===== src/rtl/dsr_ctrl_pkg.sv =====
// ----------------------------------------------------------------------------
// dsr_ctrl_pkg
// Shared types and constants for the dynamic shift register loopback
// controller: FSM state encoding, default register depth and the tap-select
// width helper.
// ----------------------------------------------------------------------------
package dsr_ctrl_pkg;

   localparam int unsigned DSR_DEPTH_DEFAULT = 8;

   // ST_FLUSH is only reachable when DSR_FLUSH_EN is defined
   typedef enum logic [2:0] {
      ST_IDLE  = 3'd0,
      ST_LOAD  = 3'd1,
      ST_SWEEP = 3'd2,
      ST_DONE  = 3'd3,
      ST_FLUSH = 3'd4
   } dsr_state_e;

   // Tap-select width for a register of 'depth' bits (never below 1)
   function automatic int unsigned sel_width(input int unsigned depth);
      if (depth <= 2) begin
         return 1;
      end
      return $clog2(depth);
   endfunction

endpackage : dsr_ctrl_pkg


===== src/rtl/dsr_loopback_ctrl.sv =====
// ----------------------------------------------------------------------------
// dsr_loopback_ctrl
// Sequencer that uses a dynamic_shift_register as a self-checked serial store.
// A request word is shifted in MSB first (write mode), then every tap is
// swept and captured into a readback word, returned with a mismatch flag.
//
// Optional feature macro: DSR_FLUSH_EN
//   When defined, the readback handshake is followed by DEPTH cycles of
//   shifting zeros so the register is left cleared before the next request.
//
// Ports:
//   clk         in   system clock, rising edge
//   rst         in   synchronous, active-low reset
//   in_valid    in   request valid
//   in_ready    out  controller idle; accept on in_valid & in_ready
//   in_data     in   word to load
//   in_rd_only  in   1 = skip the load, read current contents only
//   out_valid   out  readback valid
//   out_ready   in   consumer accepts readback
//   out_data    out  captured taps, out_data[k] = DO with SEL = k
//   out_err     out  write mode: readback differs from the loaded word
//   sr_clken    out  register shift enable
//   sr_si       out  register serial input
//   sr_sel      out  register tap select
//   sr_do       in   register tapped output
// ----------------------------------------------------------------------------
module dsr_loopback_ctrl
   import dsr_ctrl_pkg::*;
#(
   parameter int unsigned DEPTH = DSR_DEPTH_DEFAULT,
   parameter int unsigned SEL_W = sel_width(DEPTH)
) (
   input  logic             clk,
   input  logic             rst,
   input  logic             in_valid,
   output logic             in_ready,
   input  logic [DEPTH-1:0] in_data,
   input  logic             in_rd_only,
   output logic             out_valid,
   input  logic             out_ready,
   output logic [DEPTH-1:0] out_data,
   output logic             out_err,
   output logic             sr_clken,
   output logic             sr_si,
   output logic [SEL_W-1:0] sr_sel,
   input  logic             sr_do
);

   dsr_state_e       state_q,     state_d;
   logic [SEL_W-1:0] cnt_q,       cnt_d;
   logic             in_ready_q,  in_ready_d;
   logic             out_valid_q, out_valid_d;
   logic [DEPTH-1:0] out_data_q,  out_data_d;
   logic             out_err_q,   out_err_d;
   logic             sr_clken_q,  sr_clken_d;
   logic             sr_si_q,     sr_si_d;
   logic [SEL_W-1:0] sr_sel_q,    sr_sel_d;
   logic [DEPTH-1:0] ref_word_q,  ref_word_d;
   logic             rd_only_q,   rd_only_d;
   logic [DEPTH-1:0] cap_q,       cap_d;

   logic             cnt_last;
   logic [DEPTH-1:0] cap_upd;

   assign cnt_last = (cnt_q == SEL_W'(DEPTH - 1));

   // Next-state and registered-output logic
   always_comb begin
      state_d     = state_q;
      cnt_d       = cnt_q;
      in_ready_d  = in_ready_q;
      out_valid_d = out_valid_q;
      out_data_d  = out_data_q;
      out_err_d   = out_err_q;
      sr_clken_d  = 1'b0;
      sr_si_d     = 1'b0;
      sr_sel_d    = sr_sel_q;
      ref_word_d  = ref_word_q;
      rd_only_d   = rd_only_q;
      cap_d       = cap_q;

      // Capture word including the tap being presented this cycle
      cap_upd        = cap_q;
      cap_upd[cnt_q] = sr_do;

      case (state_q)
         ST_IDLE: begin
            in_ready_d = 1'b1;
            if (in_valid && in_ready_q) begin
               ref_word_d = in_data;
               rd_only_d  = in_rd_only;
               in_ready_d = 1'b0;
               cnt_d      = '0;
               sr_sel_d   = '0;
               if (in_rd_only) begin
                  state_d = ST_SWEEP;
               end else begin
                  // First LOAD cycle already presents the MSB
                  state_d    = ST_LOAD;
                  sr_clken_d = 1'b1;
                  sr_si_d    = in_data[DEPTH-1];
               end
            end
         end

         ST_LOAD: begin
            if (cnt_last) begin
               state_d  = ST_SWEEP;
               cnt_d    = '0;
               sr_sel_d = '0;
            end else begin
               // Bit for the next cycle: ref[DEPTH-1-(cnt+1)]
               cnt_d      = cnt_q + SEL_W'(1);
               sr_clken_d = 1'b1;
               sr_si_d    = ref_word_q[SEL_W'(DEPTH - 2) - cnt_q];
            end
         end

         ST_SWEEP: begin
            cap_d = cap_upd;
            if (cnt_last) begin
               state_d     = ST_DONE;
               cnt_d       = '0;
               sr_sel_d    = '0;
               out_data_d  = cap_upd;
               out_valid_d = 1'b1;
               out_err_d   = !rd_only_q && (cap_upd != ref_word_q);
            end else begin
               cnt_d    = cnt_q + SEL_W'(1);
               sr_sel_d = cnt_q + SEL_W'(1);
            end
         end

         ST_DONE: begin
            if (out_valid_q && out_ready) begin
               out_valid_d = 1'b0;
               cnt_d       = '0;
`ifdef DSR_FLUSH_EN
               state_d     = ST_FLUSH;
               sr_clken_d  = 1'b1;
`else
               state_d     = ST_IDLE;
               in_ready_d  = 1'b1;
`endif
            end
         end

`ifdef DSR_FLUSH_EN
         ST_FLUSH: begin
            // Shift zeros for DEPTH cycles; sr_si stays at its default of 0
            if (cnt_last) begin
               state_d    = ST_IDLE;
               cnt_d      = '0;
               in_ready_d = 1'b1;
            end else begin
               cnt_d      = cnt_q + SEL_W'(1);
               sr_clken_d = 1'b1;
            end
         end
`endif

         default: begin
            state_d    = ST_IDLE;
            cnt_d      = '0;
            in_ready_d = 1'b1;
         end
      endcase
   end

   // State and output registers
   always_ff @(posedge clk) begin
      if (!rst) begin
         state_q     <= ST_IDLE;
         cnt_q       <= '0;
         in_ready_q  <= 1'b1;
         out_valid_q <= 1'b0;
         out_data_q  <= '0;
         out_err_q   <= 1'b0;
         sr_clken_q  <= 1'b0;
         sr_si_q     <= 1'b0;
         sr_sel_q    <= '0;
         ref_word_q  <= '0;
         rd_only_q   <= 1'b0;
         cap_q       <= '0;
      end else begin
         state_q     <= state_d;
         cnt_q       <= cnt_d;
         in_ready_q  <= in_ready_d;
         out_valid_q <= out_valid_d;
         out_data_q  <= out_data_d;
         out_err_q   <= out_err_d;
         sr_clken_q  <= sr_clken_d;
         sr_si_q     <= sr_si_d;
         sr_sel_q    <= sr_sel_d;
         ref_word_q  <= ref_word_d;
         rd_only_q   <= rd_only_d;
         cap_q       <= cap_d;
      end
   end

   assign in_ready  = in_ready_q;
   assign out_valid = out_valid_q;
   assign out_data  = out_data_q;
   assign out_err   = out_err_q;
   assign sr_clken  = sr_clken_q;
   assign sr_si     = sr_si_q;
   assign sr_sel    = sr_sel_q;

endmodule : dsr_loopback_ctrl


===== config.mk =====
export PLATFORM = sky130hd
export DESIGN_NAME = dsr_loopback_ctrl
export DESIGN_NICKNAME = d
export VERILOG_FILES = /design/src/rtl/dsr_ctrl_pkg.sv /design/src/rtl/dsr_loopback_ctrl.sv
export SDC_FILE = /design/constraint.sdc
export NUM_CORES = 1
export LEC_CHECK = 0
export CORE_MARGIN = 3
export CORE_UTILIZATION = 54
export DETAILED_ROUTE_END_ITERATION = 16
export PLACE_DENSITY = 0.79
export SETUP_SLACK_MARGIN = 0.1
export SLEW_MARGIN = 20
export SYNTH_ARGS = -nofsm -noshare
export SYNTH_HDL_FRONTEND = slang
export SYNTH_SLANG_ARGS = --single-unit

===== constraint.sdc =====
create_clock -name clk -period 2.1 [get_ports clk]
set_input_delay 0.21 -clock clk [delete_from_list [all_inputs] [get_ports clk]]
set_output_delay 0.21 -clock clk [all_outputs]
set_load 0.01 [all_outputs]

==> out/qor.yml, run 1 <==
global_routing:
  grtUsageTotal: 0.2044
  grt_max_degree: 22
  grt_overflow: 0
  grt_antenna_before_repair: 0
  grt_pass1_vias: 1566
  grt_pass1_wl_um: 7127
worst_setup_path:
  cp.arrival_ns: 1.96
  path_class: "reg2reg"
  critPathMaxFanout: 21
  end_kind: "register"
  crit_start: "cnt_q[0]$_SDFFE_PN0P_"
  worstPathRequired_ns: 2.27
  r2r_start: "cnt_q[0]$_SDFFE_PN0P_"
  cp-start-kind: "register"
detailed_routing:
  ant_nets: 0
  vias: 1783
  vias_per_cell: 5.625
  drtIter0Drc: 128
  drcViolationCount: 0
  first_pass_iters: 4
  routed_wl_um: 4426
  routedWlPerCell_um: 13.96
floorplanning:
  die_h_um: 68.49
  floorplan.initialDensity: 0.5673
  die_w_um: 68.49
  core_area_sq_um: 3716
  rows: 22
  ios: 30
  dieArea_sq_um: 4690
final_layout:
  drive_above_1_share: 0.08178
  area_growth_pct: 21.13
  design_area_sq_um: 2554
  fin_nets: 290
  diodes: 0
  fillers: 330
cts:
  cts_hold_buf: 0
  clockBufferDepth: 2
  cts_root_buf: "clkbuf_8"
  clk_pin_slew_ns: 0.07
  insertion_delay_ns: 0.29
  tritoncts: "built"
  numCtsBuffers: 5
  clock_sinks: 38
  htreeDepth: 2
  cts_resized: 0
  post-cts-setup-buffer-count: 0
timing:
  finalCritPeriodShare: 0.8512
  tightest_slew_ns: 0.3724
  fin_crit_ns: 1.788
  fin_ws_ns: 0.3125
  finalSetupViolCount: 0
  slew_headroom: 0.7498
  fin_setup_tns_ns: 0
  hold_viol: 0
  max_freq_mhz: 559.4
  drv_slew: 0
  rsz0062_at_grt: "no"
  skew_ns: 0.003751
logic_synthesis:
  synth_top_area_frac: 0.3608
  synthFlopType: "dfxtp_1"
  ys_top_cells_by_count: "dfxtp_1 (38), nand2_1 (36), mux2i_1 (19)"
  synth_area_sq_um: 2108
  synth_fp_nets: 260
  synthArstFlopShare: 0
  ys_ff_latch: 38
  synth_most_common_cell: "dfxtp_1"
  syn_avg_cell_area_sq_um: 8.858
  synth_edf_count: 0
  ys_warn_count: 0
  synth_cell_type_count: 40
  synth.largest_area_cell: "dfxtp_1"
  synthTopCellsByArea: "dfxtp_1 (36%), mux2i_1 (9.0%), nand2_1 (6.4%), a21boi_0 (6.1%), ha_1 (4.7%)"
  synthCells: 238
  yosysSeqAreaShare: 0.3608
placed_design:
  placed_area_sq_um: 2462
  pre_cts_slack_ns: 0.3335
  port_buffers: 29
  dp_hpwl_um: 3180
  gp_congestion: 0.8672
power:
  peakVddDrop_uv: 457.7
  cellPowerDensity_nw_per_um2: 902.5
  p_leak_nw: 1.069
run_status:
  outcome: "finished, final reports clean"
worst_hold_path:
  hold_path_class: "in2reg"
  hold_start: "in_data[5]"
flow_run:
  maxCapViolations: 0
==> where the power goes <==
part           leakage (nW)  internal (mW)  switching [mW]
sequential            0.308          0.810          0.0927
combinational         0.712          0.425           0.466
clock                0.0482          0.265           0.246
total                  1.07           1.50           0.805
==> sequential cells by signal (all words and copies together), names as in the netlist <==
name / count
cap_q: 8
cnt_q: 3
in_ready: 1
out_data: 8
out_err: 1
out_valid: 1
rd_only_q: 1
ref_word_q: 8
sr_clken: 1
sr_sel: 3
sr_si: 1
state_q: 2
==> worst max-delay path, cell delays in order, from the launching register on <==
cell     delay (ns)
dfxtp_1        0.34
buf_4          0.24
or3b_4         0.42
a32oi_1        0.17
nand3_1        0.12
nor4b_2        0.27
a31oi_1        0.10
==> layout by cell type, fill, tap and decap left out, types with 2 or more instances in the layout <==
cell type	instances
dfxtp_1	38
nand2_1	36
clkdlybuf4s50_1	29
mux2i_1	19
a21boi_0	17
nor2_1	12
nor2b_1	12
nand3_1	11
buf_4	10
o211a_1	8
ha_1	8
nand2b_1	7
clkbuf_8	6
o21ai_0	5
inv_1	4
nand3b_1	4
a21oi_1	4
nor3b_1	4
xnor2_1	4
nor3_1	3
xor2_1	3
o21a_1	2
a22oi_1	2
a32oi_1	2
nand4_1	2
a31oi_1	2
==> cell type report <==
class | instances | area [sq um] | area share
Clock buffer | 7 | 86.33 | 0.03381
Clock inverter | 1 | 5.005 | 0.001960
Inverter | 4 | 15.01 | 0.005879
Multi-Input combinational cell | 180 | 1261 | 0.4939
Sequential cell | 38 | 760.7 | 0.2979
Tap cell | 48 | 60.06 | 0.02352
Timing Repair Buffer | 39 | 365.4 | 0.1431
==> metal layers <==
metal | GRT usage | vias up | share of wire
li1 | - | 899 | -
met5 | 0 | - | 0
met2 | 0.3004 | 47 | 0.47
met1 | 0.2837 | 831 | 0.45
met3 | 0.05419 | 6 | 0.062
met4 | 0.07692 | 0 | 0.013
==> worst paths after layout <==
kind                                     end  slack (ns)  depth (start not counted)
setup / recovery        out_err$_SDFFE_PN0P_        0.31                          6
hold / removal    ref_word_q[5]$_SDFFE_PN0P_        0.48                          3
setup reg to reg        out_err$_SDFFE_PN0P_        0.31                          6
hold reg to reg       sr_sel[2]$_SDFFE_PN0P_        0.48                          2
==> cell families (layout without fill, tap and decap cells) <==
group | count (synthesis) | after routing | synth area share
flip-flops | 38 | 38 | 0.3608
XOR/XNOR | 7 | 7 | 0.02908
AO/OA/AOI/OAI | 46 | 46 | 0.1668
buffers and inverters | 20 | 51 | 0.04094
AND/OR/NAND/NOR | 97 | 97 | 0.2362
multiplexers | 22 | 22 | 0.1187
adder cells (fa/ha/maj) | 8 | 8 | 0.04748
==> metrics by stage <==
stage | instances | total power, mW | hold WS, ns | utilization
after global placement | 309 | 1.793 | 0.4650 | 0.6626
final | 317 | 2.305 | 0.4764 | 0.6872
after detailed placement | 309 | 1.806 | 0.4731 | 0.6626
after global routing | 317 | 2.458 | 0.4805 | 0.6872
after CTS | 317 | 2.315 | 0.4738 | 0.6872
after floorplan | 238 | 1.573 | 0.3549 | -
Power figures use the tool's default switching activity.
==> inputs of run 2 (changes only) <==
--- a/config.mk
+++ b/config.mk
@@ -7,6 +7,7 @@
 export LEC_CHECK = 0
 export CORE_MARGIN = 3
 export CORE_UTILIZATION = 54
+export CTS_CLUSTER_SIZE = 14
 export DETAILED_ROUTE_END_ITERATION = 16
 export PLACE_DENSITY = 0.79
 export SETUP_SLACK_MARGIN = 0.1
==> constraint.sdc (replaced) <==
create_clock -name clk -period 2.1 [get_ports clk]
set_input_delay 0.21 -clock clk [delete_from_list [all_inputs] [get_ports clk]]
set_output_delay 0.21 -clock clk [all_outputs]
set_load 0.1 [all_outputs]
==> run 2 against run 1 <==
Wire length up 4.4%. Global-route usage grew 1.9 points. Die area unchanged. Largest cell class unchanged. Largest power group is now combinational cells. Clock skew is 0.0041 ns higher. Non-clock buffer count rose by 1. Final area down 1.7%.
==> out/qor.yml, run 2 (synthesized netlist as in run 1, its figures left out) <==
global_routing:
  grt_pass1_wl_um: 7831  # +9.9%
  grtUsageTotal: 0.2233  # +0.01884
  grt_antenna_before_repair: 0  # unchanged
  grt_overflow: 0  # unchanged
  grt_pass1_vias: 1708  # +9.1%
  grt_max_degree: 39  # +77%
power:
  peakVddDrop_uv: 601.8  # +31%
  cellPowerDensity_nw_per_um2: 963.8  # +6.8%
  p_leak_nw: 1.095  # +2.4%
cts:
  numCtsBuffers: 5  # unchanged
  htreeDepth: 2  # unchanged
  post-cts-setup-buffer-count: 0  # unchanged
  clk_pin_slew_ns: 0.07  # about the same
  tritoncts: "built"
  clockBufferDepth: 2  # unchanged
  clock_sinks: 38  # unchanged
  cts_root_buf: "clkbuf_8"
  insertion_delay_ns: 0.29  # about the same
detailed_routing:
  ant_nets: 0  # unchanged
  drtIter0Drc: 121  # -5.5%
  routed_wl_um: 4622  # +4.4%
  first_pass_iters: 4  # unchanged
  vias: 1777  # -0.34%
  drcViolationCount: 0  # unchanged
  routedWlPerCell_um: 14.58  # +4.4%
  vias_per_cell: 5.606  # -0.34%
final_layout:
  fin_nets: 291  # +0.34%
  drive_above_1_share: 0.1487  # +0.06691
  fillers: 325  # -1.5%
  multi_input_area_sq_um: 1261  # unchanged
  final_common_cell: "nand2_1"
  area_growth_pct: 19.05
  regArea_sq_um: 764.5  # +0.49%
  mostFrequentLayoutCells: "nand2_1 (36), dfxtp_1 (35), buf_4 (27)"
  diodes: 0  # unchanged
worst_hold_path:
  hold_path_class: "reg2reg"
floorplanning:
  dieArea_sq_um: 4690  # unchanged
  die_w_um: 68.49  # unchanged
  ios: 30  # unchanged
  floorplan.initialDensity: 0.5673  # unchanged
  rows: 22  # unchanged
  die_h_um: 68.49  # unchanged
  core_area_sq_um: 3716  # unchanged
placed_design:
  port_buffers: 29  # unchanged
  dp_hpwl_um: 3331  # +4.7%
  pre_cts_slack_ns: 0.2821  # -0.05146 ns
  gp_congestion: 0.8868  # +2.3%
timing:
  fin_crit_ns: 1.801  # +0.01326 ns
  rsz0062_at_grt: "no"
  drv_slew: 0  # unchanged
  tightest_slew_ns: 0.4143  # +0.04190 ns
  max_freq_mhz: 555.3  # -0.74%
  skew_ns: 0.007815  # +0.004064 ns
  fin_ws_ns: 0.2992  # -0.01326 ns
  finalCritPeriodShare: 0.8575  # +0.006314
  finalSetupViolCount: 0  # unchanged
  slew_headroom: 0.7217  # -0.02815
  hold_viol: 0  # unchanged
  fin_setup_tns_ns: 0  # unchanged
worst_setup_path:
  critPathMaxFanout: 4  # -81%
  end_kind: "register"
  worstPathRequired_ns: 2.29  # +0.02 ns
  cp-start-kind: "register"
  path_class: "reg2reg"
  cp.arrival_ns: 1.99  # +0.03 ns
run_status:
  outcome: "finished, final reports clean"
flow_run:
  maxCapViolations: 0  # unchanged
[run 2: cell count changes in the layout (fill, tap and decap cells not counted)]
cell	before	now
dfxtp_1	38	35
dfxtp_2	0	3
clkdlybuf4s50_1	29	13
clkinv_2	1	0
buf_4	10	27
clkbuf_8	6	5
clkbuf_1	1	2
[run 2: worst paths after layout]
path,start,cells after the start,slack (ns),to
max,cnt_q[0]$_SDFFE_PN0P_,5,0.30,sr_si$_SDFF_PN0_
min,rd_only_q$_SDFFE_PN0P_,2,0.48,rd_only_q$_SDFFE_PN0P_
max reg2reg,cnt_q[0]$_SDFFE_PN0P_,5,0.30,sr_si$_SDFF_PN0_
min reg2reg,rd_only_q$_SDFFE_PN0P_,2,0.48,rd_only_q$_SDFFE_PN0P_
[run 2: what timing repair did]
item / 4_1_cts / 5_1_grt
endpoints found under the setup margin: 0 / 1
resized for setup: 0 / 1
hold buffers: 0 / 0
[run 2: area by class of cell]
type                            instances  area share
Clock buffer                            7     0.03041
Inverter                                4    0.005982
Multi-Input combinational cell        180      0.5025
Sequential cell                        38      0.3046
Tap cell                               48     0.02393
Timing Repair Buffer                   40      0.1326
[run 2: power breakdown]
| group | leakage (nW) | switching, mW | total [mW] | internal (mW) |
|---|---|---|---|---|
| Clock | 0.0383 | 0.248 | 0.476 | 0.229 |
| Sequential | 0.309 | 0.0917 | 0.903 | 0.811 |
| Combinational | 0.747 | 0.614 | 1.04 | 0.426 |
| Total | 1.09 | 0.953 | 2.42 | 1.47 |
[run 2: worst max-delay path, stage by stage, from the launching register on]
cell	delay, ns
dfxtp_1	0.33
ha_1	0.38
mux4_2	0.52
mux2_2	0.27
a22oi_1	0.14
nor2b_1	0.06
[run 2: routing by layer]
| layer | track usage | share of wire | wire length (um) | vias up |
|---|---|---|---|---|
| li1 | - | - | - | 896 |
| met1 | 0.2745 | 0.47 | 2160 | 836 |
| met2 | 0.3766 | 0.48 | 2207 | 36 |
| met3 | 0.05747 | 0.040 | 184 | 9 |
| met4 | 0.07196 | 0.015 | 70 | 0 |
| met5 | 0 | 0 | 0 | - |
[run 2: metrics by stage]
| stage | instances | utilization | power (mW) | hold WS, ns | cell area, sq um |
|---|---|---|---|---|---|
| finish | 317 | 0.6754 | 2.419 | 0.4795 | 2510 |
| CTS | 317 | 0.6751 | 2.427 | 0.4756 | 2509 |
| detailed placement | 310 | 0.6545 | 1.949 | 0.4744 | 2432 |
| floorplan | 238 | - | 1.710 | 0.3549 | 2111 |
| global placement | 310 | 0.6545 | 1.929 | 0.4666 | 2432 |
| global route | 317 | 0.6754 | 2.569 | 0.4829 | 2510 |
==> inputs of run 3 (changes only) <==
--- a/config.mk
+++ b/config.mk
@@ -5,6 +5,7 @@
 export SDC_FILE = /design/constraint.sdc
 export NUM_CORES = 1
 export LEC_CHECK = 0
+export CAP_MARGIN = 30
 export CORE_MARGIN = 3
 export CORE_UTILIZATION = 54
 export CTS_CLUSTER_SIZE = 14
==> results of run 3 <==
Final layout, timing and power as in run 2 (identical DEF).
